File: src/rtl/storage_bridge_wb_pl_if.sv
// Shared Wishbone bus bundle for the storage bridge: one address/data path,
// two slave channels selected by per-channel strobe, ack and err bits.
interface storage_bridge_wb_pl_if;
  logic [31:0] wb_adr_i;
  logic [31:0] wb_dat_i;
  logic [3:0]  wb_sel_i;
  logic        wb_we_i;
  logic        wb_cyc_i;
  logic [1:0]  wb_stb_i;
  logic [1:0]  wb_ack_o;
  logic [1:0]  wb_err_o;
  logic [31:0] wb_rw_dat_o;
  logic [31:0] wb_ro_dat_o;

  modport master (
    output wb_adr_i, wb_dat_i, wb_sel_i, wb_we_i, wb_cyc_i, wb_stb_i,
    input  wb_ack_o, wb_err_o, wb_rw_dat_o, wb_ro_dat_o
  );

  modport slave (
    input  wb_adr_i, wb_dat_i, wb_sel_i, wb_we_i, wb_cyc_i, wb_stb_i,
    output wb_ack_o, wb_err_o, wb_rw_dat_o, wb_ro_dat_o
  );
endinterface

File: src/rtl/storage_bridge_wb_pl.sv
// Wishbone-to-SRAM bridge: ch0 read/write on the SRAM rw port, ch1 read-only on the r port.
// Define STORAGE_BRIDGE_ERR_EN to answer unmapped accesses with wb_err_o instead of wb_ack_o.
module storage_bridge_wb_pl #(
  parameter int                      RW_BLOCKS     = 2,
  parameter int                      RO_BLOCKS     = 1,
  parameter int                      ADDR_W        = 8,
  parameter logic [7:0]              BASE_ADR      = 8'h01,
  parameter logic [RW_BLOCKS*24-1:0] RW_BLOCKS_ADR = {24'h10_0000, 24'h00_0000},
  parameter logic [RO_BLOCKS*24-1:0] RO_BLOCKS_ADR = 24'h20_0000,
  parameter int                      RD_LATENCY    = 1
) (
  input  logic                     wb_clk_i,
  input  logic                     wb_rst_i,
  storage_bridge_wb_pl_if.slave    bus,
  output logic [RW_BLOCKS-1:0]     mgmt_ena,
  output logic [RW_BLOCKS-1:0]     mgmt_wen,
  output logic [RW_BLOCKS*4-1:0]   mgmt_wen_mask,
  output logic [ADDR_W-1:0]        mgmt_addr,
  output logic [31:0]              mgmt_wdata,
  input  logic [RW_BLOCKS*32-1:0]  mgmt_rdata,
  output logic [RO_BLOCKS-1:0]     mgmt_ena_ro,
  output logic [ADDR_W-1:0]        mgmt_addr_ro,
  input  logic [RO_BLOCKS*32-1:0]  mgmt_rdata_ro
);
  localparam int TAG_LO = ADDR_W + 2;
  localparam int TAG_W  = 22 - ADDR_W;
  // Last WAIT count value; WAIT lasts RD_LATENCY-1 cycles.
  localparam logic [1:0] WAIT_LAST = 2'((RD_LATENCY > 1) ? RD_LATENCY - 2 : 0);

  typedef enum logic [2:0] {ST_IDLE, ST_ISSUE, ST_WAIT, ST_RESP, ST_DONE} state_t;

  logic [1:0]             dec_hit;
  logic [1:0][2:0]        dec_blk;
  logic                   base_ok;
  logic [1:0]             issue_vec, hit_vec, we_vec, ack_vec;
  logic [1:0][2:0]        blk_arr;
  logic [1:0][ADDR_W-1:0] addr_arr;
  logic [1:0][31:0]       wdata_arr, dat_arr, rdata_sel;
  logic [1:0][3:0]        sel_arr;
`ifdef STORAGE_BRIDGE_ERR_EN
  logic [1:0]             err_vec;
`endif
  logic                   unused_sig;

  // Descending scan so the lowest-index matching block wins.
  always_comb begin
    dec_hit = '0;
    dec_blk = '0;
    base_ok = (bus.wb_adr_i[31:24] == BASE_ADR);
    for (int b = RW_BLOCKS - 1; b >= 0; b--) begin
      if (base_ok && bus.wb_adr_i[23:TAG_LO] == RW_BLOCKS_ADR[24*b+TAG_LO +: TAG_W]) begin
        dec_hit[0] = 1'b1;
        dec_blk[0] = 3'(b);
      end
    end
    for (int b = RO_BLOCKS - 1; b >= 0; b--) begin
      if (base_ok && !bus.wb_we_i &&
          bus.wb_adr_i[23:TAG_LO] == RO_BLOCKS_ADR[24*b+TAG_LO +: TAG_W]) begin
        dec_hit[1] = 1'b1;
        dec_blk[1] = 3'(b);
      end
    end
  end

  always_comb begin
    rdata_sel = '0;
    for (int b = 0; b < RW_BLOCKS; b++)
      if (blk_arr[0] == 3'(b)) rdata_sel[0] = mgmt_rdata[32*b +: 32];
    for (int b = 0; b < RO_BLOCKS; b++)
      if (blk_arr[1] == 3'(b)) rdata_sel[1] = mgmt_rdata_ro[32*b +: 32];
  end

  genvar gi;
  for (gi = 0; gi < 2; gi++) begin : g_ch
    state_t            state_reg, state_next;
    logic [ADDR_W-1:0] addr_reg, addr_next;
    logic [31:0]       wdata_reg, wdata_next;
    logic [31:0]       dat_reg, dat_next;
    logic [3:0]        sel_reg, sel_next;
    logic [2:0]        blk_reg, blk_next;
    logic [1:0]        cnt_reg, cnt_next;
    logic              we_reg, we_next;
    logic              hit_reg, hit_next;
    logic              ack_reg, ack_next;
`ifdef STORAGE_BRIDGE_ERR_EN
    logic              err_reg, err_next;
`endif

    always_comb begin
      state_next = state_reg;
      addr_next  = addr_reg;
      wdata_next = wdata_reg;
      dat_next   = dat_reg;
      sel_next   = sel_reg;
      blk_next   = blk_reg;
      cnt_next   = cnt_reg;
      we_next    = we_reg;
      hit_next   = hit_reg;
      ack_next   = 1'b0;
`ifdef STORAGE_BRIDGE_ERR_EN
      err_next   = 1'b0;
`endif
      case (state_reg)
        ST_IDLE: begin
          if (bus.wb_cyc_i && bus.wb_stb_i[gi]) begin
            addr_next  = bus.wb_adr_i[ADDR_W+1:2];
            wdata_next = bus.wb_dat_i;
            sel_next   = bus.wb_sel_i;
            we_next    = bus.wb_we_i;
            hit_next   = dec_hit[gi];
            blk_next   = dec_blk[gi];
            cnt_next   = 2'd0;
            state_next = ST_ISSUE;
          end
        end
        ST_ISSUE: begin
          if (!bus.wb_cyc_i)                     state_next = ST_IDLE;
          else if (we_reg || RD_LATENCY == 1)    state_next = ST_RESP;
          else                                   state_next = ST_WAIT;
        end
        ST_WAIT: begin
          if (!bus.wb_cyc_i)                state_next = ST_IDLE;
          else if (cnt_reg == WAIT_LAST)    state_next = ST_RESP;
          else                              cnt_next = cnt_reg + 2'd1;
        end
        ST_RESP: begin
          if (!bus.wb_cyc_i) begin
            state_next = ST_IDLE;
          end else begin
            state_next = ST_DONE;
            if (!we_reg) dat_next = hit_reg ? rdata_sel[gi] : 32'h0;
            if (hit_reg) begin
              ack_next = 1'b1;
            end else begin
`ifdef STORAGE_BRIDGE_ERR_EN
              err_next = 1'b1;
`else
              ack_next = 1'b1;
`endif
            end
          end
        end
        ST_DONE: begin
          if (!bus.wb_stb_i[gi]) state_next = ST_IDLE;
        end
        default: state_next = ST_IDLE;
      endcase
    end

    always_ff @(posedge wb_clk_i) begin
      if (wb_rst_i) begin
        state_reg <= ST_IDLE;
        addr_reg  <= '0;
        wdata_reg <= '0;
        dat_reg   <= '0;
        sel_reg   <= '0;
        blk_reg   <= '0;
        cnt_reg   <= '0;
        we_reg    <= 1'b0;
        hit_reg   <= 1'b0;
        ack_reg   <= 1'b0;
`ifdef STORAGE_BRIDGE_ERR_EN
        err_reg   <= 1'b0;
`endif
      end else begin
        state_reg <= state_next;
        addr_reg  <= addr_next;
        wdata_reg <= wdata_next;
        dat_reg   <= dat_next;
        sel_reg   <= sel_next;
        blk_reg   <= blk_next;
        cnt_reg   <= cnt_next;
        we_reg    <= we_next;
        hit_reg   <= hit_next;
        ack_reg   <= ack_next;
`ifdef STORAGE_BRIDGE_ERR_EN
        err_reg   <= err_next;
`endif
      end
    end

    assign issue_vec[gi] = (state_reg == ST_ISSUE);
    assign hit_vec[gi]   = hit_reg;
    assign we_vec[gi]    = we_reg;
    assign ack_vec[gi]   = ack_reg;
    assign blk_arr[gi]   = blk_reg;
    assign addr_arr[gi]  = addr_reg;
    assign wdata_arr[gi] = wdata_reg;
    assign sel_arr[gi]   = sel_reg;
    assign dat_arr[gi]   = dat_reg;
`ifdef STORAGE_BRIDGE_ERR_EN
    assign err_vec[gi]   = err_reg;
`endif
  end

  // SRAM strobes exist only during ISSUE, so they are single-cycle by construction.
  always_comb begin
    mgmt_ena      = '0;
    mgmt_wen      = '0;
    mgmt_wen_mask = '0;
    mgmt_addr     = '0;
    mgmt_wdata    = '0;
    mgmt_ena_ro   = '0;
    mgmt_addr_ro  = '0;
    if (issue_vec[0]) begin
      mgmt_addr  = addr_arr[0];
      mgmt_wdata = wdata_arr[0];
      for (int b = 0; b < RW_BLOCKS; b++) begin
        if (hit_vec[0] && blk_arr[0] == 3'(b)) begin
          mgmt_ena[b]            = 1'b1;
          mgmt_wen[b]            = we_vec[0];
          mgmt_wen_mask[4*b +: 4] = sel_arr[0];
        end
      end
    end
    if (issue_vec[1]) begin
      mgmt_addr_ro = addr_arr[1];
      for (int b = 0; b < RO_BLOCKS; b++)
        if (hit_vec[1] && blk_arr[1] == 3'(b)) mgmt_ena_ro[b] = 1'b1;
    end
  end

  assign bus.wb_ack_o    = ack_vec;
  assign bus.wb_rw_dat_o = dat_arr[0];
  assign bus.wb_ro_dat_o = dat_arr[1];
`ifdef STORAGE_BRIDGE_ERR_EN
  assign bus.wb_err_o    = err_vec;
`else
  assign bus.wb_err_o    = 2'b00;
`endif

  assign unused_sig = &{1'b0, bus.wb_adr_i[1:0], wdata_arr[1], sel_arr[1], we_vec[1]};
endmodule

File: src/flat_wrapper.sv
// flat-port wrapper written by rule: the top's interface ports become plain ports
module storage_bridge_wb_pl_flat 
#(
  parameter int                      RW_BLOCKS     = 2,
  parameter int                      RO_BLOCKS     = 1,
  parameter int                      ADDR_W        = 8,
  parameter logic [7:0]              BASE_ADR      = 8'h01,
  parameter logic [RW_BLOCKS*24-1:0] RW_BLOCKS_ADR = {24'h10_0000, 24'h00_0000},
  parameter logic [RO_BLOCKS*24-1:0] RO_BLOCKS_ADR = 24'h20_0000,
  parameter int                      RD_LATENCY    = 1
)
  (wb_clk_i, wb_rst_i, mgmt_ena, mgmt_wen, mgmt_wen_mask, mgmt_addr, mgmt_wdata, mgmt_rdata, mgmt_ena_ro, mgmt_addr_ro, mgmt_rdata_ro, bus_wb_adr_i, bus_wb_dat_i, bus_wb_sel_i, bus_wb_we_i, bus_wb_cyc_i, bus_wb_stb_i, bus_wb_ack_o, bus_wb_err_o, bus_wb_rw_dat_o, bus_wb_ro_dat_o);
  storage_bridge_wb_pl_if bus_i ();
  input  logic wb_clk_i;
  input  logic wb_rst_i;
  output logic [RW_BLOCKS-1:0] mgmt_ena;
  output logic [RW_BLOCKS-1:0] mgmt_wen;
  output logic [RW_BLOCKS*4-1:0] mgmt_wen_mask;
  output logic [ADDR_W-1:0] mgmt_addr;
  output logic [31:0] mgmt_wdata;
  input  logic [RW_BLOCKS*32-1:0] mgmt_rdata;
  output logic [RO_BLOCKS-1:0] mgmt_ena_ro;
  output logic [ADDR_W-1:0] mgmt_addr_ro;
  input  logic [RO_BLOCKS*32-1:0] mgmt_rdata_ro;
  input wire logic [$bits(bus_i.wb_adr_i)-1:0] bus_wb_adr_i;
  input wire logic [$bits(bus_i.wb_dat_i)-1:0] bus_wb_dat_i;
  input wire logic [$bits(bus_i.wb_sel_i)-1:0] bus_wb_sel_i;
  input wire logic [$bits(bus_i.wb_we_i)-1:0] bus_wb_we_i;
  input wire logic [$bits(bus_i.wb_cyc_i)-1:0] bus_wb_cyc_i;
  input wire logic [$bits(bus_i.wb_stb_i)-1:0] bus_wb_stb_i;
  output wire logic [$bits(bus_i.wb_ack_o)-1:0] bus_wb_ack_o;
  output wire logic [$bits(bus_i.wb_err_o)-1:0] bus_wb_err_o;
  output wire logic [$bits(bus_i.wb_rw_dat_o)-1:0] bus_wb_rw_dat_o;
  output wire logic [$bits(bus_i.wb_ro_dat_o)-1:0] bus_wb_ro_dat_o;
  assign bus_i.wb_adr_i = bus_wb_adr_i;
  assign bus_i.wb_dat_i = bus_wb_dat_i;
  assign bus_i.wb_sel_i = bus_wb_sel_i;
  assign bus_i.wb_we_i = bus_wb_we_i;
  assign bus_i.wb_cyc_i = bus_wb_cyc_i;
  assign bus_i.wb_stb_i = bus_wb_stb_i;
  assign bus_wb_ack_o = bus_i.wb_ack_o;
  assign bus_wb_err_o = bus_i.wb_err_o;
  assign bus_wb_rw_dat_o = bus_i.wb_rw_dat_o;
  assign bus_wb_ro_dat_o = bus_i.wb_ro_dat_o;
  storage_bridge_wb_pl #(.RW_BLOCKS(RW_BLOCKS), .RO_BLOCKS(RO_BLOCKS), .ADDR_W(ADDR_W), .BASE_ADR(BASE_ADR), .RW_BLOCKS_ADR(RW_BLOCKS_ADR), .RO_BLOCKS_ADR(RO_BLOCKS_ADR), .RD_LATENCY(RD_LATENCY)) u_core (.wb_clk_i(wb_clk_i), .wb_rst_i(wb_rst_i), .bus(bus_i), .mgmt_ena(mgmt_ena), .mgmt_wen(mgmt_wen), .mgmt_wen_mask(mgmt_wen_mask), .mgmt_addr(mgmt_addr), .mgmt_wdata(mgmt_wdata), .mgmt_rdata(mgmt_rdata), .mgmt_ena_ro(mgmt_ena_ro), .mgmt_addr_ro(mgmt_addr_ro), .mgmt_rdata_ro(mgmt_rdata_ro));
endmodule
File: config.mk
export PLATFORM = sky130hd
export DESIGN_NAME = storage_bridge_wb_pl_flat
export DESIGN_NICKNAME = d
export VERILOG_FILES = /design/src/rtl/storage_bridge_wb_pl_if.sv /design/src/rtl/storage_bridge_wb_pl.sv /design/src/flat_wrapper.sv
export SDC_FILE = /design/constraint.sdc
export NUM_CORES = 1
export LEC_CHECK = 0
export CAP_MARGIN = 20
export CORE_UTILIZATION = 34
export CTS_CLUSTER_DIAMETER = 100
export DETAILED_ROUTE_END_ITERATION = 8
export PLACE_DENSITY_LB_ADDON = 0.12
export RECOVER_POWER = 100
export SYNTH_ARGS = -nofsm -noshare
export SYNTH_HDL_FRONTEND = slang
export SYNTH_SLANG_ARGS = --single-unit
export TNS_END_PERCENT = 100
File: constraint.sdc
create_clock -name wb_clk_i -period 1.69 [get_ports wb_clk_i]
set_input_delay 0.338 -clock wb_clk_i [delete_from_list [all_inputs] [get_ports wb_clk_i]]
set_output_delay 0.338 -clock wb_clk_i [all_outputs]
set_load 0.005 [all_outputs]
==> impl_metrics.csv, run 1 <==
group,metric,value,unit
floorplanning,rows,47,
clock_tree,clock_latency,0.42,ns
critical_path,critPathSlowestCell,"dfxtp_2",
critical_path,slowest_delay,0.33,ns
critical_path,cp_data_arrival_time,1.73,ns
layout,drive_gt1_frac,0.165,
layout,fillCellCount,1507,
floorplanning,pin_count,299,
clock_tree,cts_made_buffers,17,
logic_synthesis,ys_seq_area_frac,0.452,
logic_synthesis,post-synth-top-count-cell,"nand2_1",
route,drtAntennaViolNets,0,
sta,hold_viol_final,0,
logic_synthesis,post-synth-top-area-cell,"dfxtp_1",
critical_path,critPathLaunchType,"flop",
grt,grt_max_degree,40,
clock_tree,ctsHoldBuffers,0,
clock_tree,htree_levels,4,
power,p_leak,0.00391,uW
floorplanning,die_h,134,um
floorplanning,dieArea,0.0179,mm^2
logic_synthesis,synth_top_area_frac,0.452,
sta,max_freq,483,MHz
logic_synthesis,synthFlopType,"dfxtp_1",
critical_path,crit_family,"buffers and inverters",
critical_path,crit_start,"u_core.g_ch[0].state_reg[2]",
route,drc,0,
layout,final_nets,1208,
sta,setup_viol,125,
logic_synthesis,ys_types,33,
clock_tree,clk_path_buf_depth,2,
logic_synthesis,synth_edf_count,0,
flow_run,maxCapViolCount,0,
clock_tree,cts_tree,"built",
sta,worst_hold_slack,0.314,ns
logic_synthesis,synth_area_per_cell,8.28,um^2
layout,diodes,0,
power,ir_worst_vdd,0.728,mV
layout,instances_no_fill,1269,
placement,gp_congestion,0.800,
placement,placed_cells,1211,
sta,rsz0062_at_grt,"true",
floorplanning,core,0.0168,mm^2
placement,pre_cts_slack,-0.338,ns
sta,layout_setup_ws,-0.380,ns
critical_path,cp.depth,6,
hold_path,worstHoldEndpoint,"u_core.g_ch[1].addr_reg[1]",
sta,setup_tns,-21.23,ns
route,wl,18.9,mm
hold_path,hold_depth,2,
sta,slew_violations,0,
logic_synthesis,yosysWarnings,0,
placement,post-dp-hpwl,12.9,mm
layout,multi_input_area,0.00302,mm^2
route,wl_per_cell,14.9,um
floorplanning,start_util,0.352,
critical_path,path_cells,"nor3b_4, buf_6, buf_4, buf_12, and2_1, clkdlybuf4s15_2",
hold_path,min_from,"wb_rst_i",
route,first_pass_iters,4,
logic_synthesis,netlist_area,0.00589,mm^2
status,status,"finished, violations left",
grt,grt_first_pass_wirelength,29.3,mm
route,viasPerCell,4.64,
grt,grt.total_usage,0.210,
critical_path,critPathCaptureType,"output port",
critical_path,cp_num_buf_inv,4,
logic_synthesis,synth_cells,712,
critical_path,cp_max_fo,14,
logic_synthesis,synth_common_cells,"nand2_1, dfxtp_1, a21oi_1, mux2i_1, and2_1",
hold_path,hp-class,"primary input to flop",
layout,final_core_util,0.620,
grt,grt_overflow_total,0,
critical_path,crit_type,"flop to output port",
sta,finalClockSkew,0.00702,ns
route,drt_first_iter_violations,227,
logic_synthesis,synth_area_leaders,"dfxtp_1, mux2i_1, nand2_1, a21oi_1, and2_1",
grt,first_global_vias,5613,
critical_path,worst_ep_required_time,1.35,ns
placement,port_buffers,294,
sta,fin_crit_sh,1.22,
layout,area_delta_synth_final,76.3,%
floorplanning,die_w,134,um
clock_tree,cts_sinks,133,
clock_tree,clk_pin_slew,0.06,ns
critical_path,r2r_setup_slack,0.06,ns
route,vias,5887,
critical_path,rr_endpoint,"u_core.g_ch[0].wdata_reg[1]",
critical_path,crit-reg2reg-launch,"u_core.g_ch[0].state_reg[2]",
grt,antenna_found_initial,0,
logic_synthesis,ys_ff_latch,133,
status,violations,"setup timing",
sta,fin_crit,2.07,ns
layout,layout.area.seq,0.00267,mm^2
clock_tree,cts_root_buf,"clkbuf_16",
power,power.density,801,mW/mm^2
logic_synthesis,synth-async-reset-ratio,0,
critical_path,rr_worst_depth,5,
cells by family after synthesis:
family,share of synthesized area
flip-flops,0.452
multiplexers,0.124
AND/OR/NAND/NOR,0.284
AO/OA/AOI/OAI,0.0788
XOR/XNOR,0.00297
other,0.000636
buffers and inverters,0.0531
adder cells (fa/ha/maj),0.00425
worst max path at each step:
stage                                     end  slack [ns]
floorplan                         mgmt_wen[0]        0.02
detailed placement  u_core.bus.wb_rw_dat_o[9]       -0.34
global route                 mgmt_wen_mask[1]       -0.47
CTS                          mgmt_wen_mask[1]       -0.41
global placement    u_core.bus.wb_rw_dat_o[3]       -0.32
finish                           mgmt_addr[5]       -0.38
report_power, final:
| part | total [uW] | internal (uW) | switching (uW) |
|---|---|---|---|
| sequential | 3240 | 3210 | 34.8 |
| combinational | 937 | 595 | 342 |
| clock | 4140 | 2670 | 1470 |
cells in the final DEF (no fill, tap or decap), types with 6 or more instances in the layout:
master             n
clkdlybuf4s15_2   12
dfxtp_2            6
dlygate4sd2_1     20
clkbuf_16         20
dfxtp_1          127
clkbuf_2           7
buf_6             41
nand3_1           39
and2_1            41
buf_4             23
nor2b_1           33
nor2_1            48
mux2i_1           72
a21oi_1           86
and2_4            18
nand2_1          133
buf_12            13
clkdlybuf4s50_1  230
per-layer routing:
metal  GRT usage  vias up  part of all wire
li1            -     2992                 -
met1       0.247     2671              0.42
met2       0.350      204              0.49
met3      0.0807       20             0.084
met4      0.0682        0             0.012
met5           0        -                 0
what timing repair did:
action | CTS | global route
gates resized for setup | 210 | 33
buffers inserted | 16 | 4
cloned | 3 | 4
setup endpoints to repair | 105 | 84
pin swaps | 17 | 5
area by class of cell:
cell class / instances / share of cell area
Clock buffer: 18 / 0.0423
Clock inverter: 14 / 0.0214
Inverter: 4 / 0.00145
Multi-Input combinational cell: 516 / 0.291
Sequential cell: 133 / 0.257
Tap cell: 220 / 0.0265
Timing Repair Buffer: 364 / 0.360
stage by stage:
step	instance area (um^2)	power, uW
2_1_floorplan	5900	3590
3_3_place_gp	9300	4170
3_5_place_dp	9300	4170
4_1_cts	10200	8420
5_1_grt	10400	8640
6_report	10400	8320
worst reg2reg max path, stage by stage, from the launching register on:
cell and delay (ns):
dfxtp_2 0.33, buf_4 0.16, or4_1 0.60, clkbuf_4 0.26, nand2_1 0.10, a21oi_1 0.06
Power figures use the tool's default switching activity.
==> inputs of run 2 (changes only) <==
- RECOVER_POWER: 100 -> 50
==> results of run 2 <==
The final DEF is identical to that of run 1; final timing and power are the same.
